[src/rtl/fetch_pkg.sv]
// Shared types and constants for the instruction bundle fetch path.
// Latency: n/a (types, constants and a pure helper function only).
// Backpressure: n/a.
// Contents: FSM state enum, slot/beat byte sizes, beat-count helper.
package fetch_pkg;

    typedef enum logic [1:0] {
        ST_IDLE = 2'd0,
        ST_REQ  = 2'd1,
        ST_DONE = 2'd2
    } fetch_state_e;

    localparam int unsigned SLOT_BYTES = 4;
    localparam int unsigned BEAT_BYTES = 8;

    // Beats needed to cover a bundle of nfu slots that starts either on a
    // beat boundary (offset_hi = 0) or in the upper half of a beat.
    function automatic int unsigned beat_count(input int unsigned nfu,
                                               input logic        offset_hi);
        int unsigned bytes;
        bytes = (offset_hi ? SLOT_BYTES : 32'd0) + SLOT_BYTES * nfu;
        return (bytes + BEAT_BYTES - 1) / BEAT_BYTES;
    endfunction

endpackage

[src/rtl/slot_packer.sv]
// Steers 32-bit words from 64-bit read beats into an NFU-slot bundle.
// Latency: full_o is combinational with the completing ack; instruction_o updates on the next edge.
// Backpressure: none; consumes one beat per ack_i, excess words beyond NFU are dropped.
// Ports: clk/rst (sync, active high); start_i clears the word counter and
//        loads the skip flag from skip_i; ack_i/data_i deliver one beat;
//        full_o flags the beat that completes the bundle; instruction_o is
//        the last completed bundle (slot 0 in the low bits).
module slot_packer
    import fetch_pkg::*;
#(
    parameter int unsigned NFU = 2
) (
    input  logic                clk,
    input  logic                rst,
    input  logic                start_i,
    input  logic                skip_i,
    input  logic                ack_i,
    input  logic [63:0]         data_i,
    output logic                full_o,
    output logic [NFU*32-1:0]   instruction_o
);

    localparam int unsigned SLOT_W = SLOT_BYTES * 8;
    localparam int unsigned WCW    = $clog2(NFU + 2);

    logic [WCW-1:0]          wc_q,    wc_d;
    logic                    skip_q,  skip_d;
    logic [NFU*SLOT_W-1:0]   work_q,  work_d;
    logic [NFU*SLOT_W-1:0]   instr_q, instr_d;
    int unsigned             stored;
    int unsigned             filled;

    always_comb begin
        wc_d    = wc_q;
        skip_d  = skip_q;
        work_d  = work_q;
        instr_d = instr_q;
        full_o  = 1'b0;
        stored  = 0;
        filled  = 0;

        if (start_i) begin
            wc_d   = '0;
            skip_d = skip_i;
        end else if (ack_i) begin
            if (skip_q) begin
                // Bundle starts in the upper half of the first beat.
                work_d[SLOT_W-1:0] = data_i[63:32];
                skip_d             = 1'b0;
                stored             = 1;
            end else begin
                // Words that land at index >= NFU simply match no slot.
                for (int k = 0; k < int'(NFU); k++) begin
                    if (k == int'(wc_q)) begin
                        work_d[k*SLOT_W +: SLOT_W] = data_i[31:0];
                    end else if (k == int'(wc_q) + 1) begin
                        work_d[k*SLOT_W +: SLOT_W] = data_i[63:32];
                    end
                end
                stored = 2;
            end

            filled = 32'(wc_q) + stored;
            if (filled >= NFU) begin
                wc_d    = WCW'(NFU);
                full_o  = 1'b1;
                // Publish only complete bundles so the output never shows
                // a half-assembled fetch.
                instr_d = work_d;
            end else begin
                wc_d = WCW'(filled);
            end
        end
    end

    always_ff @(posedge clk) begin
        if (rst) begin
            wc_q    <= '0;
            skip_q  <= 1'b0;
            work_q  <= '0;
            instr_q <= '0;
        end else begin
            wc_q    <= wc_d;
            skip_q  <= skip_d;
            work_q  <= work_d;
            instr_q <= instr_d;
        end
    end

    assign instruction_o = instr_q;

endmodule

[src/rtl/bundle_fetch.sv]
// Instruction-fetch bus master: one start pulse fetches an NFU*32-bit bundle over 64-bit read beats.
// Latency: bus request the cycle after start; done the cycle after the last ack (fault: done next cycle).
// Backpressure: busRead/addrBus hold while busAck is low (no timeout); starts outside IDLE are dropped.
// Ports: clk/rst (sync, active high); instructionAddress + doInstructionFetch
//        start a fetch; instruction/doneInstructionFetch/fetchFault report
//        completion; busy spans the fetch; addrBus/busRead/busAck/dataIn
//        form the read-beat handshake to memory.
module bundle_fetch
    import fetch_pkg::*;
#(
    parameter int unsigned NFU                   = 2,
    parameter int unsigned PHYSICAL_ADDRESS_SIZE = 56
) (
    input  logic                              clk,
    input  logic                              rst,
    input  logic [63:0]                       instructionAddress,
    input  logic                              doInstructionFetch,
    output logic [NFU*32-1:0]                 instruction,
    output logic                              doneInstructionFetch,
    output logic                              fetchFault,
    output logic                              busy,
    output logic [PHYSICAL_ADDRESS_SIZE-1:0]  addrBus,
    output logic                              busRead,
    input  logic                              busAck,
    input  logic [63:0]                       dataIn
);

    localparam int unsigned PAS = PHYSICAL_ADDRESS_SIZE;

    fetch_state_e   state_q, state_d;
    logic [PAS-1:0] addr_q,  addr_d;
    logic           fault_q, fault_d;

    logic addr_bad;
    logic pk_start;
    logic pk_skip;
    logic pk_ack;
    logic pk_full;

    // Reject word-misaligned addresses and anything beyond the physical space.
    always_comb begin
        addr_bad = (instructionAddress[1:0] != 2'b00) ||
                   ((instructionAddress >> PAS) != 64'd0);
    end

    assign pk_ack = (state_q == ST_REQ) && busAck;

    always_comb begin
        state_d  = state_q;
        addr_d   = addr_q;
        fault_d  = fault_q;
        pk_start = 1'b0;
        pk_skip  = 1'b0;

        case (state_q)
            ST_IDLE: begin
                if (doInstructionFetch) begin
                    if (addr_bad) begin
                        fault_d = 1'b1;
                        state_d = ST_DONE;
                    end else begin
                        fault_d  = 1'b0;
                        addr_d   = {instructionAddress[PAS-1:3], 3'b000};
                        pk_start = 1'b1;
                        pk_skip  = instructionAddress[2];
                        state_d  = ST_REQ;
                    end
                end
            end
            ST_REQ: begin
                if (busAck) begin
                    if (pk_full) begin
                        state_d = ST_DONE;
                    end else begin
                        // Wraps modulo 2^PAS by construction.
                        addr_d = addr_q + PAS'(BEAT_BYTES);
                    end
                end
            end
            ST_DONE: begin
                state_d = ST_IDLE;
            end
            default: begin
                state_d = ST_IDLE;
            end
        endcase
    end

    always_ff @(posedge clk) begin
        if (rst) begin
            state_q <= ST_IDLE;
            addr_q  <= '0;
            fault_q <= 1'b0;
        end else begin
            state_q <= state_d;
            addr_q  <= addr_d;
            fault_q <= fault_d;
        end
    end

    slot_packer #(
        .NFU (NFU)
    ) u_slot_packer (
        .clk           (clk),
        .rst           (rst),
        .start_i       (pk_start),
        .skip_i        (pk_skip),
        .ack_i         (pk_ack),
        .data_i        (dataIn),
        .full_o        (pk_full),
        .instruction_o (instruction)
    );

    assign busRead              = (state_q == ST_REQ);
    assign busy                 = (state_q != ST_IDLE);
    assign doneInstructionFetch = (state_q == ST_DONE);
    assign fetchFault           = (state_q == ST_DONE) && fault_q;
    assign addrBus              = addr_q;

endmodule

[config.mk]
export PLATFORM = sky130hd
export DESIGN_NAME = bundle_fetch
export DESIGN_NICKNAME = d
export VERILOG_FILES = /design/src/rtl/fetch_pkg.sv /design/src/rtl/slot_packer.sv /design/src/rtl/bundle_fetch.sv
export SDC_FILE = /design/constraint.sdc
export NUM_CORES = 1
export LEC_CHECK = 0
export CAP_MARGIN = 20
export CORE_MARGIN = 3
export CORE_UTILIZATION = 55
export CTS_BUF_LIST = sky130_fd_sc_hd__clkbuf_8
export DETAILED_ROUTE_END_ITERATION = 7
export PLACE_DENSITY = 0.95
export SLEW_MARGIN = 20
export SYNTH_ARGS = -nofsm -noshare
export SYNTH_HDL_FRONTEND = slang
export SYNTH_HIERARCHICAL = 1
export SYNTH_SLANG_ARGS = --single-unit
[constraint.sdc]
create_clock -name clk -period 6.9 [get_ports clk]
set_input_delay 1.38 -clock clk [delete_from_list [all_inputs] [get_ports clk]]
set_output_delay 1.38 -clock clk [all_outputs]
set_load 0.03 [all_outputs]
Word-level counts from Yosys, hierarchy flattened
Index checks and enable logic that the tools add are counted.
- register bits: 190
- output and inout bits: 124
- word-level logic and storage cells: 70
- $add $sub $neg: 3
- $lt $le $gt $ge: 1
- equal/unequal tests: 9
- muxes and demuxes: 32
- bitwise logic cells: 1
- reduce and logical (&&, ||, !) cells: 17
- operators with widths (operator ; number):
    2-to-1 mux 32 bit ; 8
    2-to-1 mux 56 bit ; 4
    one-hot mux 56 bit (2 select lines) ; 1
    nonzero test 64 bit ; 1
    adder 56 x 4 -> 56 bit, second input constant ; 1
    adder 2 x 32 -> 32 bit ; 1
    == test 2 x 32 -> 1 bit, first input constant ; 1
    >= comparator 32 x 2 -> 1 bit, second input constant ; 1
    zero test 32 bit ; 1
    2-to-1 mux 1 bit ; 12
    2-to-1 mux 2 bit ; 6
    nonzero test 2 bit ; 4
    inequality test 2 bit, second input constant ; 3
    AND reduction 3 bit ; 2
    AND reduction 5 bit ; 1
    zero test 2 bit ; 2
    inequality test 2 x 1 -> 1 bit, second input constant ; 2
    one-hot mux 2 bit (2 select lines) ; 1
    AND reduction 2 bit ; 2
    adder 2 x 1 -> 3 bit, second input constant ; 1
    == test 2 x 1 -> 1 bit, second input constant ; 1
    == test 2 bit, first input constant ; 1
    == test 2 bit, second input constant ; 1
    logical AND 1 bit ; 2
    3 further kinds ; 3

Depth between registers and ports, before layout
- word-level depth: 14
- depth in mapped cells: 14
- depth with buffers taken out: 10

By module
Netlist, hierarchy kept.
- by module, submodules not included (module ; times used ; cells each ; area an instance (um2) ; sequential area each (um2)):
    slot_packer ; 1 ; 727 ; 6013.3 ; 2622.5
    bundle_fetch ; 1 ; 562 ; 4076.4 ; 1121.1

Least setup slack after synthesis
OpenSTA, ideal clock, no wires.
- kind: input-to-reg
- from: input instructionAddress[61]
- to: register addr_q[38] (netlist: addrBus[38])
- arrival time: 3935 ps
- required time: 6815 ps
- slack: 2880 ps
- cell stages on the path: 11
- path buffers: 2
- cell sequence: nor4_1 -> and4_1 -> buf_2 -> nand2b_1 -> a21o_1 -> inv_1 -> buf_2 -> nor3b_2 -> nor2_1 -> or4_1 -> o221ai_1
- longest elaborated chain between the ends: 8
- elaborated cells between the ends (all ways): 9
- classes of those cells: eq/ne (2); mux (4); reduce/logical (3)
- ends and longest elaborated chain (what ; RTL line ; text):
    start: declaration ; bundle_fetch.sv:16 ; input logic [63:0] instructionAddress,
    nonzero test 64 bit ; bundle_fetch.sv:43 ; ((instructionAddress >> PAS) != 64'd0);
    logical OR 1 bit ; bundle_fetch.sv:42 ; addr_bad = (instructionAddress[1:0] != 2'b00) ||
    2-to-1 mux 1 bit ; bundle_fetch.sv:58 ; if (addr_bad) begin
    2-to-1 mux 1 bit ; bundle_fetch.sv:57 ; if (doInstructionFetch) begin
    2-to-1 mux 1 bit ; bundle_fetch.sv:55 ; case (state_q)
    net pk_start ; bundle_fetch.sv:35 ; logic pk_start;
    2-to-1 mux 1 bit ; slot_packer.sv:42 ; if (start_i) begin
    net pk_full ; bundle_fetch.sv:38 ; logic pk_full;
    inequality test 2 bit (no source line) ; n/a ;
    AND reduction 5 bit (no source line) ; n/a ;
    end signal: assignment ; bundle_fetch.sv:96 ; addr_q <= addr_d;
    end: declaration ; bundle_fetch.sv:31 ; logic [PAS-1:0] addr_q, addr_d;
The timed path passes the listed nets, and every way through them passes these cells.
A chain may end at the register's enable or synchronous reset.

Worst setup path in the final report
- from: input instructionAddress[61]
- to: register addr_q[20] (netlist: addrBus[20])
- longest elaborated chain between the ends: 8
- elaborated cells between the ends (all ways): 9
- classes of those cells: eq/ne (2); mux (4); reduce/logical (3)
- ends and longest elaborated chain (what ; RTL line):
    nonzero test 64 bit ; bundle_fetch.sv:43
    logical OR 1 bit ; bundle_fetch.sv:42
    2-to-1 mux 1 bit ; bundle_fetch.sv:58
    2-to-1 mux 1 bit ; bundle_fetch.sv:57
    2-to-1 mux 1 bit ; bundle_fetch.sv:55
    2-to-1 mux 1 bit ; slot_packer.sv:42
    net pk_full ; bundle_fetch.sv:38
    inequality test 2 bit (no source line) ; n/a
    AND reduction 5 bit (no source line) ; n/a
The timed path passes the listed nets, and every way through them passes these cells.

==> out/metrics.yaml <==
clock_tree:
  clock-root-buffer: "clkbuf_8"
  clkSlewWorstSetupHoldPaths_ps: 100
  clock_sinks: 187
  cts_buffers: 17
  clk_latency_ps: 460
  cts_tree: "done"
  cts_resized: 0
  post-cts-setup-buffers: 0
  cts_hold_buf: 0
  clockBufferDepth: 2
  htreeDepth: 4
synth:
  synth_compound_area_frac: 0.2661
  syn_inst: 1289
  synthTopCellsByArea: "dfxtp_1 37%, nand2_1 8.3%, a21oi_1 5.4%"
  synth.most_common_cell: "nand2_1"
  synth_top_area_cell: "dfxtp_1"
  yosys_warnings: 6
  synth_top_family_by_area: "compound AO/OA/AOI/OAI gates"
  yosys.area.top_type_share: 0.3710
  syn_area_mm2: 0.01009
  ys_types: 70
  synthAdderAreaFrac: 0.004464
  synth-edff-count: 0
  synth_seq_cells: 187
  synthTopCellsByCount: "223 x nand2_1, 187 x dfxtp_1, 109 x a21oi_1"
  synth_mux_area_frac: 0.04005
  synthXorXnorAreaFrac: 0
  ys_seq_area_frac: 0.3710
  avgSynthCellArea_um2: 7.828
  async_flop_share: 0
  synthFlopType: "dfxtp_1"
  synthSimpleGateAreaFrac: 0.2597
global_route:
  grt_overflow_total: 0
  grt_first_pass_wirelength_um: 54210
  track_usage: 0.3285
  antenna_found_initial: 2
  grt_pass1_vias: 10349
  grt_start_max_net_pins: 97
final_layout:
  ff_latch_area_mm2: 0.003749
  syn_to_final_growth_pct: 27.38
  multi_input_area_mm2: 0.005786
  drive_above_1_share: 0.04959
  final_nets: 1594
  fillers: 1337
die:
  start_util: 0.5734
  coreArea_mm2: 0.01760
  ioPinCount: 256
  num_rows: 48
  dieArea_mm2: 0.02001
  die_y_um: 141.4
  die_w_um: 141.4
timing:
  whs_ps: 460.6
  max_slew_margin: 0.3139
  min_period_ps: 5125
  max_slew.worst_pin.slew_ps: 1028
  clock_skew_ps: 15.26
  clock.fmax_ghz: 0.1951
  finalMaxSlewViolations: 0
  setup_viol: 0
  finalCritPeriodShare: 0.7428
  hold_violations: 0
  rsz0062_at_grt: "no"
  tns_ps: 0
place:
  hpwl_um: 22920
  place.gp.congestion: 1.029
  numPortBuffers: 252
hold_path:
  min_path_type: "flip-flop to flip-flop"
  min_delay_path_depth: 2
detailed_routing:
  drc: 0
  routedWlPerCell_um: 20.15
  detail-route-antenna-nets: 0
  vias: 11067
  drt-pass1-iter-count: 5
  drtIter0Drc: 1629
  vias_per_cell: 6.514
  routed_wl_um: 34240
power_and_ir_drop:
  max-vdd-ir-drop_uv: 134.3
  p_leak_nw: 4.215
  powerDensity_mw_per_mm2: 151.1
worst_setup_path:
  rr_worst_depth: 12
  crit_fanout: 26
  cp.required_ps: 7260
  cp-end-kind: "flip-flop"
  crit_type: "primary input to flip-flop"
  critical_path_arrival_ps: 5490
  startpoint_type: "primary input"
outcome:
  status: "finished, final reports clean"
job:
  max_cap_viol_count: 0
layout by cell type, fill, tap and decap left out, types with 4 or more instances in the layout:
| master | Yosys | final |
|---|---|---|
| inv_6 | 0 | 4 |
| a41oi_1 | 8 | 8 |
| o211ai_1 | 41 | 41 |
| clkbuf_8 | 0 | 18 |
| mux2i_1 | 37 | 37 |
| a31oi_1 | 12 | 12 |
| or3_1 | 40 | 40 |
| nor2_1 | 39 | 38 |
| nand3_1 | 39 | 39 |
| or4_1 | 9 | 9 |
| and2_1 | 8 | 8 |
| nand2_1 | 223 | 223 |
| and4_1 | 14 | 13 |
| o21a_1 | 32 | 32 |
| clkdlybuf4s50_1 | 0 | 251 |
| o31ai_1 | 37 | 37 |
| nor4_1 | 12 | 12 |
| a211oi_1 | 37 | 37 |
| o221a_2 | 4 | 4 |
| o21ai_0 | 41 | 41 |
| buf_4 | 6 | 14 |
| nor2b_1 | 38 | 37 |
| nand4_1 | 33 | 33 |
| o21ai_1 | 44 | 44 |
| o221ai_1 | 4 | 4 |
| inv_1 | 12 | 15 |
| a21oi_1 | 109 | 109 |
| dfxtp_1 | 187 | 185 |
| nor3_1 | 12 | 12 |
| o22ai_1 | 8 | 8 |
| and3_1 | 28 | 28 |
path summary, 6_finish.rpt:
path	from	to	slack, ps
min reg2reg	u_slot_packer/instruction_o[14]	u_slot_packer/instruction_o[14]	460
min	u_slot_packer/instruction_o[14]	u_slot_packer/instruction_o[14]	460
max reg2reg	state_q[1]	addrBus[20]	2340
max	instructionAddress[61]	addrBus[20]	1770
cells by family (layout without fill, tap and decap cells):
kind of cell,Yosys count,in the layout
buffers and inverters,128,309
muxes,40,40
DFF,187,187
other,1,5
and+or+nand+nor,515,515
AOI/OAI and AO/OA,415,415
adders and majority gates,3,3
per-stage QoR:
stage               utilization  worst slack, ps  power [mW]  cells  cell area, um2
detailed placement       0.7090             1627       1.257   1665           12480
global route             0.7304             1607       2.006   1699           12850
finish                   0.7304             1775       1.943   1699           12850
floorplan                     -             2880       1.160   1291           10100
global placement         0.7090             1821       1.254   1665           12480
CTS                      0.7300             2013       1.947   1697           12850
flip-flops by register name, indices dropped and copies added, names as in the netlist:
signal	count
state_q	2
u_slot_packer/instruction_o	64
fault_q	1
addrBus	53
u_slot_packer/wc_q	2
u_slot_packer/work_q	64
u_slot_packer/skip_q	1
layout make-up:
class / count / share of cell area
timing repair buffer: 265 / 0.2037
inverter: 12 / 0.003505
clock buffer: 18 / 0.01928
tap: 225 / 0.02190
antenna: 2 / 0.0003894
clock inverter: 14 / 0.009443
sequential: 187 / 0.2917
multi-input combinational: 976 / 0.4502
where the power goes:
| group | internal [mW] | switching [mW] | total [mW] | leakage, nW |
|---|---|---|---|---|
| Clock | 0.298 | 0.410 | 0.708 | 0.196 |
| Sequential | 1.08 | 0.000921 | 1.08 | 1.51 |
| Combinational | 0.0863 | 0.0684 | 0.155 | 2.51 |
| Total | 1.46 | 0.480 | 1.94 | 4.22 |
routing by layer:
metal | routed length, um | global-route usage | up-vias | share of wire
met3 | 4020 | 0.09437 | 96 | 0.12
li1 | - | - | 5100 | -
met2 | 16040 | 0.5270 | 715 | 0.47
met5 | 0 | 0 | - | 0
met4 | 1015 | 0.1242 | 0 | 0.030
met1 | 13160 | 0.4214 | 5156 | 0.38
critical path: stages:
cell and delay [ps]:
clkdlybuf4s50_1 450, nor4_1 610, and4_1 450, nand2b_1 190, a21o_2 130, inv_1 100, nand3b_1 620, nand2_1 980
nand2_1 280, o221ai_1 280
No activity file was read; power rests on OpenSTA's default activity.
